### config.mk
export PLATFORM = sky130hd
export DESIGN_NAME = queue_write_arbiter
export DESIGN_NICKNAME = d
export VERILOG_FILES = /design/src/rtl/queue_write_arbiter.sv
export SDC_FILE = /design/constraint.sdc
export NUM_CORES = 1
export LEC_CHECK = 0
export BUFFER_PORTS_ARGS = -buffer_cell sky130_fd_sc_hd__buf_2
export CORE_UTILIZATION = 45
export DETAILED_ROUTE_END_ITERATION = 8
export PLACE_DENSITY = 0.79
export SLEW_MARGIN = 10
export SYNTH_ARGS = -nofsm -noshare
export SYNTH_HDL_FRONTEND = slang
export SYNTH_SLANG_ARGS = --single-unit
### constraint.sdc
create_clock -name clk -period 1.8 [get_ports clk]
set_input_delay 0.36 -clock clk [delete_from_list [all_inputs] [get_ports clk]]
set_output_delay 0.36 -clock clk [all_outputs]
set_load 0.01 [all_outputs]
### src/rtl/queue_write_arbiter.sv
// Round-robin arbiter that shares one queue write port between num_req producers,
// granting bounded bursts and honouring the queue's full flag.
module queue_write_arbiter #(
  parameter int unsigned data_width   = 4,
  parameter int unsigned num_req      = 4,
  parameter int unsigned req_id_width = 2,
  parameter int unsigned max_burst    = 4,
  parameter int unsigned count_width  = 4
) (
  input  logic                           clk,
  input  logic                           reset,
  input  logic [num_req-1:0]             req,
  input  logic [num_req*data_width-1:0]  req_data,
  output logic [num_req-1:0]             ack,
  input  logic                           full,
  output logic                           write_cmd,
  output logic [data_width-1:0]          write_data,
  output logic                           grant_valid,
  output logic [req_id_width-1:0]        grant_id
);

  typedef enum logic {
    IDLE  = 1'b0,
    BURST = 1'b1
  } state_t;

  localparam logic [count_width-1:0]  LAST_BEAT = count_width'(max_burst - 1);
  localparam logic [req_id_width-1:0] LAST_REQ  = req_id_width'(num_req - 1);

  state_t                  state_q, state_d;
  logic [req_id_width-1:0] rr_ptr_q, rr_ptr_d;
  logic [req_id_width-1:0] grant_id_q, grant_id_d;
  logic [count_width-1:0]  beat_q, beat_d;

  logic [data_width-1:0]   slice [num_req];
  logic [req_id_width-1:0] next_ptr;
  logic [req_id_width-1:0] cand;
  logic [req_id_width-1:0] pick;
  logic                    pick_valid;

  for (genvar gi = 0; gi < int'(num_req); gi++) begin : g_slice
    assign slice[gi] = req_data[gi*data_width +: data_width];
  end

  assign write_data  = slice[grant_id_q];
  assign grant_valid = (state_q == BURST);
  assign grant_id    = grant_id_q;
  assign next_ptr    = (grant_id_q == LAST_REQ) ? '0 : grant_id_q + req_id_width'(1);

  // First requester at or after rr_ptr, wrapping modulo num_req.
  always_comb begin
    pick_valid = 1'b0;
    pick       = '0;
    cand       = '0;
    for (int unsigned k = 0; k < num_req; k++) begin
      cand = req_id_width'((32'(rr_ptr_q) + k) % num_req);
      if (!pick_valid && req[cand]) begin
        pick_valid = 1'b1;
        pick       = cand;
      end
    end
  end

  always_comb begin
    state_d    = state_q;
    rr_ptr_d   = rr_ptr_q;
    grant_id_d = grant_id_q;
    beat_d     = beat_q;
    write_cmd  = 1'b0;
    ack        = '0;
    case (state_q)
      IDLE: begin
        if (pick_valid) begin
          grant_id_d = pick;
          beat_d     = '0;
          state_d    = BURST;
        end
      end
      BURST: begin
        write_cmd       = req[grant_id_q] & ~full;
        ack[grant_id_q] = write_cmd;
        if (!req[grant_id_q]) begin
          state_d  = IDLE;
          rr_ptr_d = next_ptr;
        end else if (write_cmd) begin
          if (beat_q == LAST_BEAT) begin
            state_d  = IDLE;
            rr_ptr_d = next_ptr;
          end else begin
            beat_d = beat_q + count_width'(1);
          end
        end
      end
      default: state_d = IDLE;
    endcase
  end

  always_ff @(posedge clk) begin
    if (reset) begin
      state_q    <= IDLE;
      rr_ptr_q   <= '0;
      grant_id_q <= '0;
      beat_q     <= '0;
    end else begin
      state_q    <= state_d;
      rr_ptr_q   <= rr_ptr_d;
      grant_id_q <= grant_id_d;
      beat_q     <= beat_d;
    end
  end

endmodule

==> metrics.txt, run 1 <==
Area Overhead vs Synth=40.7%; effective utilization at floorplan=roughly half; timing endpoint of the critical path=ack[1]; RePlAce Congestion=0.922; portion of the post-synthesis area used by sequential elements=a little under a quarter; largest voltage drop on the vdd net=between 0.0005 and 0.0006 V; I/O pin count=35; count of final hold-check violations=0; pin count of the biggest net entering global routing=9; Post-synth EDFFs=0; Post-Synthesis Net Count=about 110; drt pass-1 iters=6; net count reported at finish=155; leading cell types in the layout, fill and taps excluded=31 x sky130_fd_sc_hd__buf_2, 9 x sky130_fd_sc_hd__nand2_1, 9 x sky130_fd_sc_hd__buf_4; data arrival time of the critical path=around 1400 ps; total design power=0.590 mW; height of the die=approximately 43 µm; post-synthesis cell count=81; startpoint of the tightest hold check path=reset; fraction of layout cells with a size suffix above 1=around half; number of buffers created by CTS=3; required time reported for the critical path endpoint=1440 ps; total of warnings raised by yosys=0; GR Util All Layers=between 15 and 20%; largest buffer count on any clock path=2; flop and latch count out of synthesis=9; violations in the final reports=design-rule violations; Worst Max-Slew Pin Slew=between 200 and 300 ps; die extent in x=~43 µm; WL/cell=approximately 13 µm; die area=1890 µm²; Top FF cell, synth=sky130_fd_sc_hd__dfxtp_1; Netlist Area Pre-Place=between 700 and 800 µm²; core region area=1560 µm²; critical path launch point type=flip-flop; per-cell via count in the routed design=5.55; global-route wire length before repair=roughly 2800 µm; Placed Instances=approximately 130; remaining routing DRC violations=11; latest clock arrival within the worst-skew pair=between 200 and 300 ps; initial antenna violation count=0; final setup violation count=0; buffer type at the clock tree root=sky130_fd_sc_hd__clkbuf_4; Power per Cell Area=543 nW/µm²; TritonCTS clock tree=yes; critical path class=reg2out; total half-perimeter wirelength after legalization and detailed placement=1380 µm; reg2reg setup slack=roughly 150 ps; port bufs=34; RSZ-0062 raised after global routing=true; critical-path maximum fanout=6; global route overflow=0; clock period minus final worst setup slack=~1800 ps; depth of the most critical reg-to-reg path=4; class of the worst hold path=in2reg; P_leak=between 0.5 and 0.6 nW; number of buffers added to fix hold violations after cts=0; status=complete, but fails checks; Non-Filler Instances=between 100 and 150; Max Slew Vio Count=0; Avg Inst Size Synth=about 9.5 µm²; antenna viol nets, final=0; number of global-route vias before repair=698; headroom to the max-slew limit=between 80% and 90%; number of violations reported at the end of detailed-routing iteration 0=26; r2r startpoint=beat_q[0]$_SDFFE_PP0P_; number of clock sinks=9; most frequent standard cell in the layout excluding fill and tap cells=sky130_fd_sc_hd__buf_2; clock skew after layout=10.5 ps; Final Hold Slack=between 300 and 400 ps; total number of vias=about 790; Cell variety after synth=34; beginning of the critical path=grant_id[1]$_SDFFE_PP0P_; share of synthesized registers carrying an async set or reset=0%; number of max-cap violations=0; Cell Rows=14; final cycle utilization of the critical path=99.4%; Crit. End Element=output port; Achievable Freq=approximately 0.56 GHz; worst reg2reg endpoint=rr_ptr_q[1]$_SDFFE_PP0P_; clock-pin slew on the worst setup and hold paths=approximately 70 ps; total length of routed wires=approximately 1800 µm; antenna cell count=0; H-tree levels=1
[logic make-up after synthesis]
logic type | after synthesis | synth area share [%]
buffers and inverters | 10 | 5.19
adder cells (fa/ha/maj) | 5 | 8.10
AO/OA/AOI/OAI | 17 | 19.9
multiplexers | 10 | 20.1
flip-flops | 9 | 23.3
AND/OR/NAND/NOR | 30 | 23.3
[worst max-delay path, stage by stage, from the launching register on]
cell                      delay (ps)
sky130_fd_sc_hd__dfxtp_2         400
sky130_fd_sc_hd__mux2i_1         220
sky130_fd_sc_hd__buf_4           160
sky130_fd_sc_hd__o22ai_4          90
sky130_fd_sc_hd__and2_1          160
sky130_fd_sc_hd__buf_2           130
[layout make-up]
| class | count | area [µm²] |
|---|---|---|
| timing repair buffer | 43 | 256 |
| fill | 133 | 473 |
| sequential | 9 | 189 |
| clock buffer | 4 | 26.3 |
| multi-input combinational | 62 | 564 |
| inverter | 8 | 30.0 |
| tap | 16 | 20.0 |
[layer usage]
metal	up-vias	share of wire [%]	wire length, µm	global-route usage (%)
met4	0	0.66	12	4.38
met5	-	0	0	0
met2	34	49	897	35.5
li1	387	-	-	-
met3	2	8.0	146	7.08
met1	365	42	765	22.8
[sequential cells by signal (all words and copies together) (netlist names)]
name,count
beat_q,4
grant_id,2
rr_ptr_q,2
grant_valid,1
[worst min path at each step]
stage / endpoint / slack, ps / cells after the start
2_1_floorplan: grant_id[0]$_SDFFE_PP0P_ / 430 / 1
3_5_place_dp: beat_q[1]$_SDFFE_PP0P_ / 480 / 2
4_1_cts: grant_id[0]$_SDFFE_PP0P_ / 370 / 2
3_3_place_gp: beat_q[3]$_SDFFE_PP0P_ / 470 / 2
5_1_grt: grant_id[0]$_SDFFE_PP0P_ / 380 / 2
6_report: grant_id[0]$_SDFFE_PP0P_ / 370 / 2
[cells in the mapped netlist (2+ instances only)]
cell | n | share of area [%]
sky130_fd_sc_hd__nand3b_1 | 2 | 1.9
sky130_fd_sc_hd__inv_1 | 8 | 3.9
sky130_fd_sc_hd__nand4_1 | 2 | 1.6
sky130_fd_sc_hd__nand2_1 | 9 | 4.4
sky130_fd_sc_hd__dfxtp_1 | 9 | 23
sky130_fd_sc_hd__and2_1 | 4 | 3.2
sky130_fd_sc_hd__ha_1 | 5 | 8.1
sky130_fd_sc_hd__mux2i_1 | 5 | 6.5
sky130_fd_sc_hd__nor2_1 | 2 | 0.97
sky130_fd_sc_hd__nand2b_1 | 2 | 1.6
sky130_fd_sc_hd__a21oi_1 | 5 | 3.2
sky130_fd_sc_hd__mux4_2 | 4 | 12
sky130_fd_sc_hd__buf_2 | 2 | 1.3
sky130_fd_sc_hd__a221oi_1 | 2 | 2.3
[what timing repair did]
item | 4_1_cts | 5_1_grt
gates resized for setup | 7 | 3
buffers inserted | 5 | 0
setup endpoints to repair | 9 | 7
pin swaps | 5 | 4
[through the flow]
| stage | instance area (µm²) | utilization [%] | setup WS [ps] | setup TNS (ps) |
|---|---|---|---|---|
| 3_3_place_gp | 982 | 63.0 | 143 | 0 |
| 6_report | 1090 | 69.7 | 11.3 | 0 |
| 2_1_floorplan | 772 | - | 78.0 | 0 |
| 3_5_place_dp | 982 | 63.0 | 127 | 0 |
| 5_1_grt | 1090 | 69.7 | -61.2 | -210 |
| 4_1_cts | 1070 | 68.5 | -15.8 | -50.3 |
[power breakdown]
group          internal (mW)  switching [mW]  total [mW]  leakage (nW)
registers              0.209          0.0104       0.220        0.0749
logic                  0.114          0.0976       0.211         0.433
clock network         0.0854          0.0732       0.159        0.0150
Power figures use the tool's default switching activity.
==> run 2: changes to the inputs <==
--- a/config.mk
+++ b/config.mk
@@ -9,6 +9,7 @@
 export CORE_UTILIZATION = 45
 export DETAILED_ROUTE_END_ITERATION = 8
 export PLACE_DENSITY = 0.79
+export SETUP_SLACK_MARGIN = 0.15
 export SLEW_MARGIN = 10
 export SYNTH_ARGS = -nofsm -noshare
 export SYNTH_HDL_FRONTEND = slang
==> run 2 against run 1 <==
Against the previous run:
- clock-buffer cell count unchanged
- clock skew decreased by 9.6 ps
- largest cell class unchanged
- setup slack got worse by 21 ps
- non-clock buffer count increased by 3
- via count is 2.9% higher
- hold slack lost 2.0 ps
- sequential share of layout area down 0.68 points
- core utilization grew 4.7 points
- routed wire length is 10% higher
- the flow finishes with violations (design-rule violations, negative setup slack)
- sequential power about the same
- register-to-register slack worse by 60 ps
- critical path depth shrank 1
==> metrics.txt, run 2 (synthesis gave the netlist of run 1 again) <==
initial antenna violation count=0; antenna viol nets, final=0; port bufs=34; Crit. End Element=output port; TritonCTS clock tree=yes; critical path launch point type=flip-flop; antenna cell count=0; number of buffers created by CTS=3; data arrival time of the critical path=1450 ps; buffer type at the clock tree root=sky130_fd_sc_hd__clkbuf_4; number of clock sinks=9; utilization after layout=74.4%; wire length on met2=1040 µm; critical path class=reg2out; number of max-cap violations=0; height of the die=approximately 43 µm; most frequent standard cell in the layout excluding fill and tap cells=sky130_fd_sc_hd__buf_2; global route overflow=0; largest buffer count on any clock path=2; fraction of layout cells with a size suffix above 1=around 56%; delay contributed by the slowest stage of the critical path=380 ps; leading cell types in the layout, fill and taps excluded=28 x sky130_fd_sc_hd__buf_2, 10 x sky130_fd_sc_hd__buf_4, 9 x sky130_fd_sc_hd__nand2_1; RePlAce Congestion=0.757; Worst Max-Slew Pin Slew=between 200 and 250 ps; count of final hold-check violations=0; cell family with the largest share of critical-path delay=simple AND/OR/NAND/NOR gates; core region area=roughly 1600 µm²; Cell Rows=14; depth of the most critical reg-to-reg path=7; Area Overhead vs Synth=50.2%; remaining routing DRC violations=12; total length of routed wires=between 2000 and 2500 µm; headroom to the max-slew limit=85.3%; number of global-route vias before repair=between 700 and 800; net count reported at finish=roughly 160; met1 routed wirelength after detailed routing=830 µm; final setup violation count=3; GR Util All Layers=a little over a fifth; clock skew after layout=between 0.9 and 1 ps; drt pass-1 iters=6; Largest Register=beat_q; Max Slew Vio Count=0; max reg flops=4; highest metal layer used by the detailed router=met4; I/O pin count=35; total number of vias=811; clock-pin slew on the worst setup and hold paths=60 ps; required time reported for the critical path endpoint=about 1400 ps; WL/cell=between 10 and 15 µm; effective utilization at floorplan=49.5%; Achievable Freq=roughly 0.55 GHz; violations in the final reports=design-rule violations, negative setup slack; final cycle utilization of the critical path=101%; status=complete, but fails checks; latest clock arrival within the worst-skew pair=between 200 and 300 ps; pin count of the biggest net entering global routing=8; path length in cells of the critical path=4; clock period minus final worst setup slack=between 1500 and 2000 ps; class of the worst hold path=in2reg; global-route wire length before repair=2950 µm; met3 wire len=between 100 and 150 µm; Fillers=100; H-tree levels=1; total design power=0.611 mW; largest voltage drop on the vdd net=0.000515 V; die extent in x=43.4 µm; RSZ-0062 raised after global routing=true; Buffers & Inverters on Critical Path=1; per-cell via count in the routed design=between 5 and 6; Max stage delay cell, worst path=sky130_fd_sc_hd__or3b_4; P_leak=between 0.5 and 0.6 nW; critical-path maximum fanout=6; total half-perimeter wirelength after legalization and detailed placement=roughly 1400 µm; die area=about 1900 µm²; setup ws final=-9.40 ps; Power per Cell Area=~530 nW/µm²; CP Cell Sequence=or3b_4 > o22ai_4 > and2_1 > buf_2; hold-critical path depth=2; number of violations reported at the end of detailed-routing iteration 0=33
==> run 2: worst register-to-register path, cell delays in order (launching register included) <==
cell and delay (ps):
sky130_fd_sc_hd__dfxtp_4 350, sky130_fd_sc_hd__or3b_4 380, sky130_fd_sc_hd__o22ai_4 180, sky130_fd_sc_hd__buf_4 160
sky130_fd_sc_hd__buf_6 80, sky130_fd_sc_hd__buf_4 120, sky130_fd_sc_hd__nand2_4 50, sky130_fd_sc_hd__mux2_4 280
==> run 2: repair_timing <==
action | 4_1_cts | 5_1_grt
resized for setup | 8 | 12
pin swaps | 6 | 5
setup endpoints to repair | 11 | 12
hold buffers | 0 | 0
endpoints found under the hold margin | 0 | 0
setup buffers | 4 | 4
==> run 2: power breakdown <==
group,internal [mW],leakage [nW],switching [mW]
sequential,0.209,0.0762,0.0103
combinational,0.129,0.462,0.104
clock,0.0855,0.0150,0.0732
total,0.424,0.553,0.187
==> run 2: cell type report <==
type | count | area, µm² | area share [%]
Inverter | 8 | 30.0 | 2.59
Timing Repair Buffer | 46 | 305 | 26.3
Clock buffer | 4 | 26.3 | 2.27
Tap cell | 16 | 20.0 | 1.73
Multi-Input combinational cell | 62 | 584 | 50.4
Sequential cell | 9 | 194 | 16.7
==> run 2: final timing paths <==
path | startpoint | endpoint | slack, ps
min reg2reg | beat_q[1]$_SDFFE_PP0P_ | beat_q[1]$_SDFFE_PP0P_ | 490
max reg2reg | grant_id[0]$_SDFFE_PP0P_ | beat_q[0]$_SDFFE_PP0P_ | 90
min | reset | grant_valid$_SDFF_PP0_ | 370
max | grant_id[0]$_SDFFE_PP0P_ | ack[1] | -9
==> run 2: per-layer routing <==
layer,up-vias,track usage [%]
met5,-,0
met4,0,1.88
met3,2,5.00
met2,32,41.5
met1,382,23.1
li1,395,-
==> run 2: metrics by stage <==
stage	instance area (µm²)	hold WS, ps	setup TNS, ps	worst slack [ps]	cells
global placement	998	473	0	155	133
floorplan	793	429	0	172	81
finish	1160	372	-13.0	-9.40	145
detailed placement	998	491	0	120	133
global route	1160	376	-258	-74.9	145
CTS	1080	371	-17.3	-7.30	141
==> run 3: changes to the inputs <==
--- a/config.mk
+++ b/config.mk
@@ -8,6 +8,7 @@
 export BUFFER_PORTS_ARGS = -buffer_cell sky130_fd_sc_hd__buf_2
 export CORE_UTILIZATION = 45
 export DETAILED_ROUTE_END_ITERATION = 8
+export MAX_ROUTING_LAYER = met4
 export PLACE_DENSITY = 0.79
 export SETUP_SLACK_MARGIN = 0.15
 export SLEW_MARGIN = 10
==> constraint.sdc (replaced) <==
create_clock -name clk -period 1.8 [get_ports clk]
set_input_delay 0.18 -clock clk [delete_from_list [all_inputs] [get_ports clk]]
set_output_delay 0.18 -clock clk [all_outputs]
set_load 0.01 [all_outputs]
==> run 3 against run 2 <==
Against the previous run:
- the flow finishes with violations (design-rule violations)
- via count decreased by 0.62%
- highest routed layer unchanged
- setup slack improved by 190 ps
- die area unchanged
- critical endpoint is now ack[3]
==> metrics.txt, run 3 (synthesis gave the netlist of run 1 again) <==
Placed Instances=around 130; initial antenna violation count=0; status=complete, but fails checks; total half-perimeter wirelength after legalization and detailed placement=about 1500 µm; Cell Rows=14; Non-Filler Instances=143; required time reported for the critical path endpoint=about 1600 ps; per-cell via count in the routed design=about 5.6; buffer type at the clock tree root=sky130_fd_sc_hd__clkbuf_4; final setup violation count=0; largest voltage drop on the vdd net=roughly 0.00036 V; WL/cell=approximately 14 µm; Crit. End Element=output port; I/O pin count=35; number of global-route vias before repair=719; antenna cell count=0; critical path launch point type=flip-flop; clock-pin slew on the worst setup and hold paths=~70 ps; remaining routing DRC violations=12; drt pass-1 iters=7; critical path class=reg2out; clock skew after layout=11.0 ps; Max Slew Vio Count=0; Power per Cell Area=between 500 and 600 nW/µm²; P_leak=0.523 nW; RePlAce Congestion=between 0.8 and 0.9; total design power=between 0.5 and 0.6 mW; Largest Register=beat_q; Max stage delay cell, worst path=sky130_fd_sc_hd__or3b_4; setup ws final=around 180 ps; net count reported at finish=156; clock period minus final worst setup slack=1620 ps; core region area=1560 µm²; data arrival time of the critical path=~1400 ps; total number of vias=806; Final Hold Slack=~190 ps; number of max-cap violations=0; leading cell types in the layout, fill and taps excluded=34 x sky130_fd_sc_hd__buf_2, 10 x sky130_fd_sc_hd__buf_4, 9 x sky130_fd_sc_hd__nand2_1; largest buffer count on any clock path=2; violations in the final reports=design-rule violations; number of buffers added to fix hold violations after cts=0; class of the worst hold path=in2reg; RSZ-0062 raised after global routing=true; pin count of the biggest net entering global routing=9; Area Overhead vs Synth=39.9%; delay contributed by the slowest stage of the critical path=~380 ps; number of buffers created by CTS=3; met1 capacity usage during global routing=between 20 and 30%; fraction of layout cells with a size suffix above 1=52.0%; number of clock sinks=9; H-tree levels=1; GR Util All Layers=a little under a quarter; Buffers & Inverters on Critical Path=1; latest clock arrival within the worst-skew pair=260 ps; port bufs=34; critical-path maximum fanout=6; count of final hold-check violations=0; headroom to the max-slew limit=between 80 and 90%; CP Cell Sequence=or3b_4 > o22ai_4 > and2_1 > buf_2; most congested layer reported by global routing=met2; die extent in x=43.4 µm; total length of routed wires=roughly 2000 µm; Fillers=117; utilization after layout=between 60 and 70%; global route overflow=0; most frequent standard cell in the layout excluding fill and tap cells=sky130_fd_sc_hd__buf_2; instance area at placement=approximately 970 µm²; met3 usage=9.17%; final cycle utilization of the critical path=89.8%; die area=between 1500 and 2000 µm²; DP Worst Slack=178 ps; post-route cell area=1080 µm²; max reg flops=4; global routing usage on met2=a little under two fifths; cell family with the largest share of critical-path delay=simple AND/OR/NAND/NOR gates; effective utilization at floorplan=49.5%; global-route wire length before repair=roughly 3300 µm; TritonCTS clock tree=yes; Achievable Freq=0.619 GHz; Worst Max-Slew Pin Slew=259 ps; antenna viol nets, final=0; Setup Total Neg Slack=0 ps; number of violations reported at the end of detailed-routing iteration 0=35; height of the die=~43 µm
[run 3: area by class of cell]
| class | instances | area, µm² | share of cell area, % |
|---|---|---|---|
| inverters | 8 | 30.0 | 2.78 |
| well taps | 16 | 20.0 | 1.85 |
| flip-flops and latches | 9 | 190 | 17.6 |
| repair buffers | 44 | 245 | 22.7 |
| clock buffers | 4 | 26.3 | 2.43 |
| multi-input cells | 62 | 568 | 52.6 |
[run 3: worst reg2reg max path: cells and delay by family (launching register included)]
family	cells	cell delay, ps
flops	1	360
simple gates	1	390
fa+ha+maj	1	160
compound gates	2	560
[run 3: where the power goes]
| part | internal (mW) | leakage [nW] | switching, mW |
|---|---|---|---|
| Combinational | 0.106 | 0.433 | 0.0996 |
| Sequential | 0.210 | 0.0754 | 0.0109 |
| Clock | 0.0853 | 0.0150 | 0.0726 |
[run 3: timing repair]
action,CTS,global route
setup buffers,7,0
setup endpoints to repair,9,5
resized for setup,8,1
pin swaps,3,1
[run 3: final timing paths]
kind	start	endpoint	slack, ps	cells after the start
max	grant_id[0]$_SDFFE_PP0P_	ack[3]	180	4
min	reset	grant_id[0]$_SDFFE_PP0P_	190	2
max reg2reg	beat_q[0]$_SDFFE_PP0P_	rr_ptr_q[1]$_SDFFE_PP0P_	220	4
min reg2reg	beat_q[1]$_SDFFE_PP0P_	beat_q[1]$_SDFFE_PP0P_	490	2
[run 3: metal layers]
| layer | vias to the layer above | share of wire (%) |
|---|---|---|
| met3 | 4 | 8.2 |
| met1 | 376 | 40 |
| met2 | 34 | 51 |
| met5 | - | 0 |
| met4 | 0 | 0.90 |
| li1 | 392 | - |
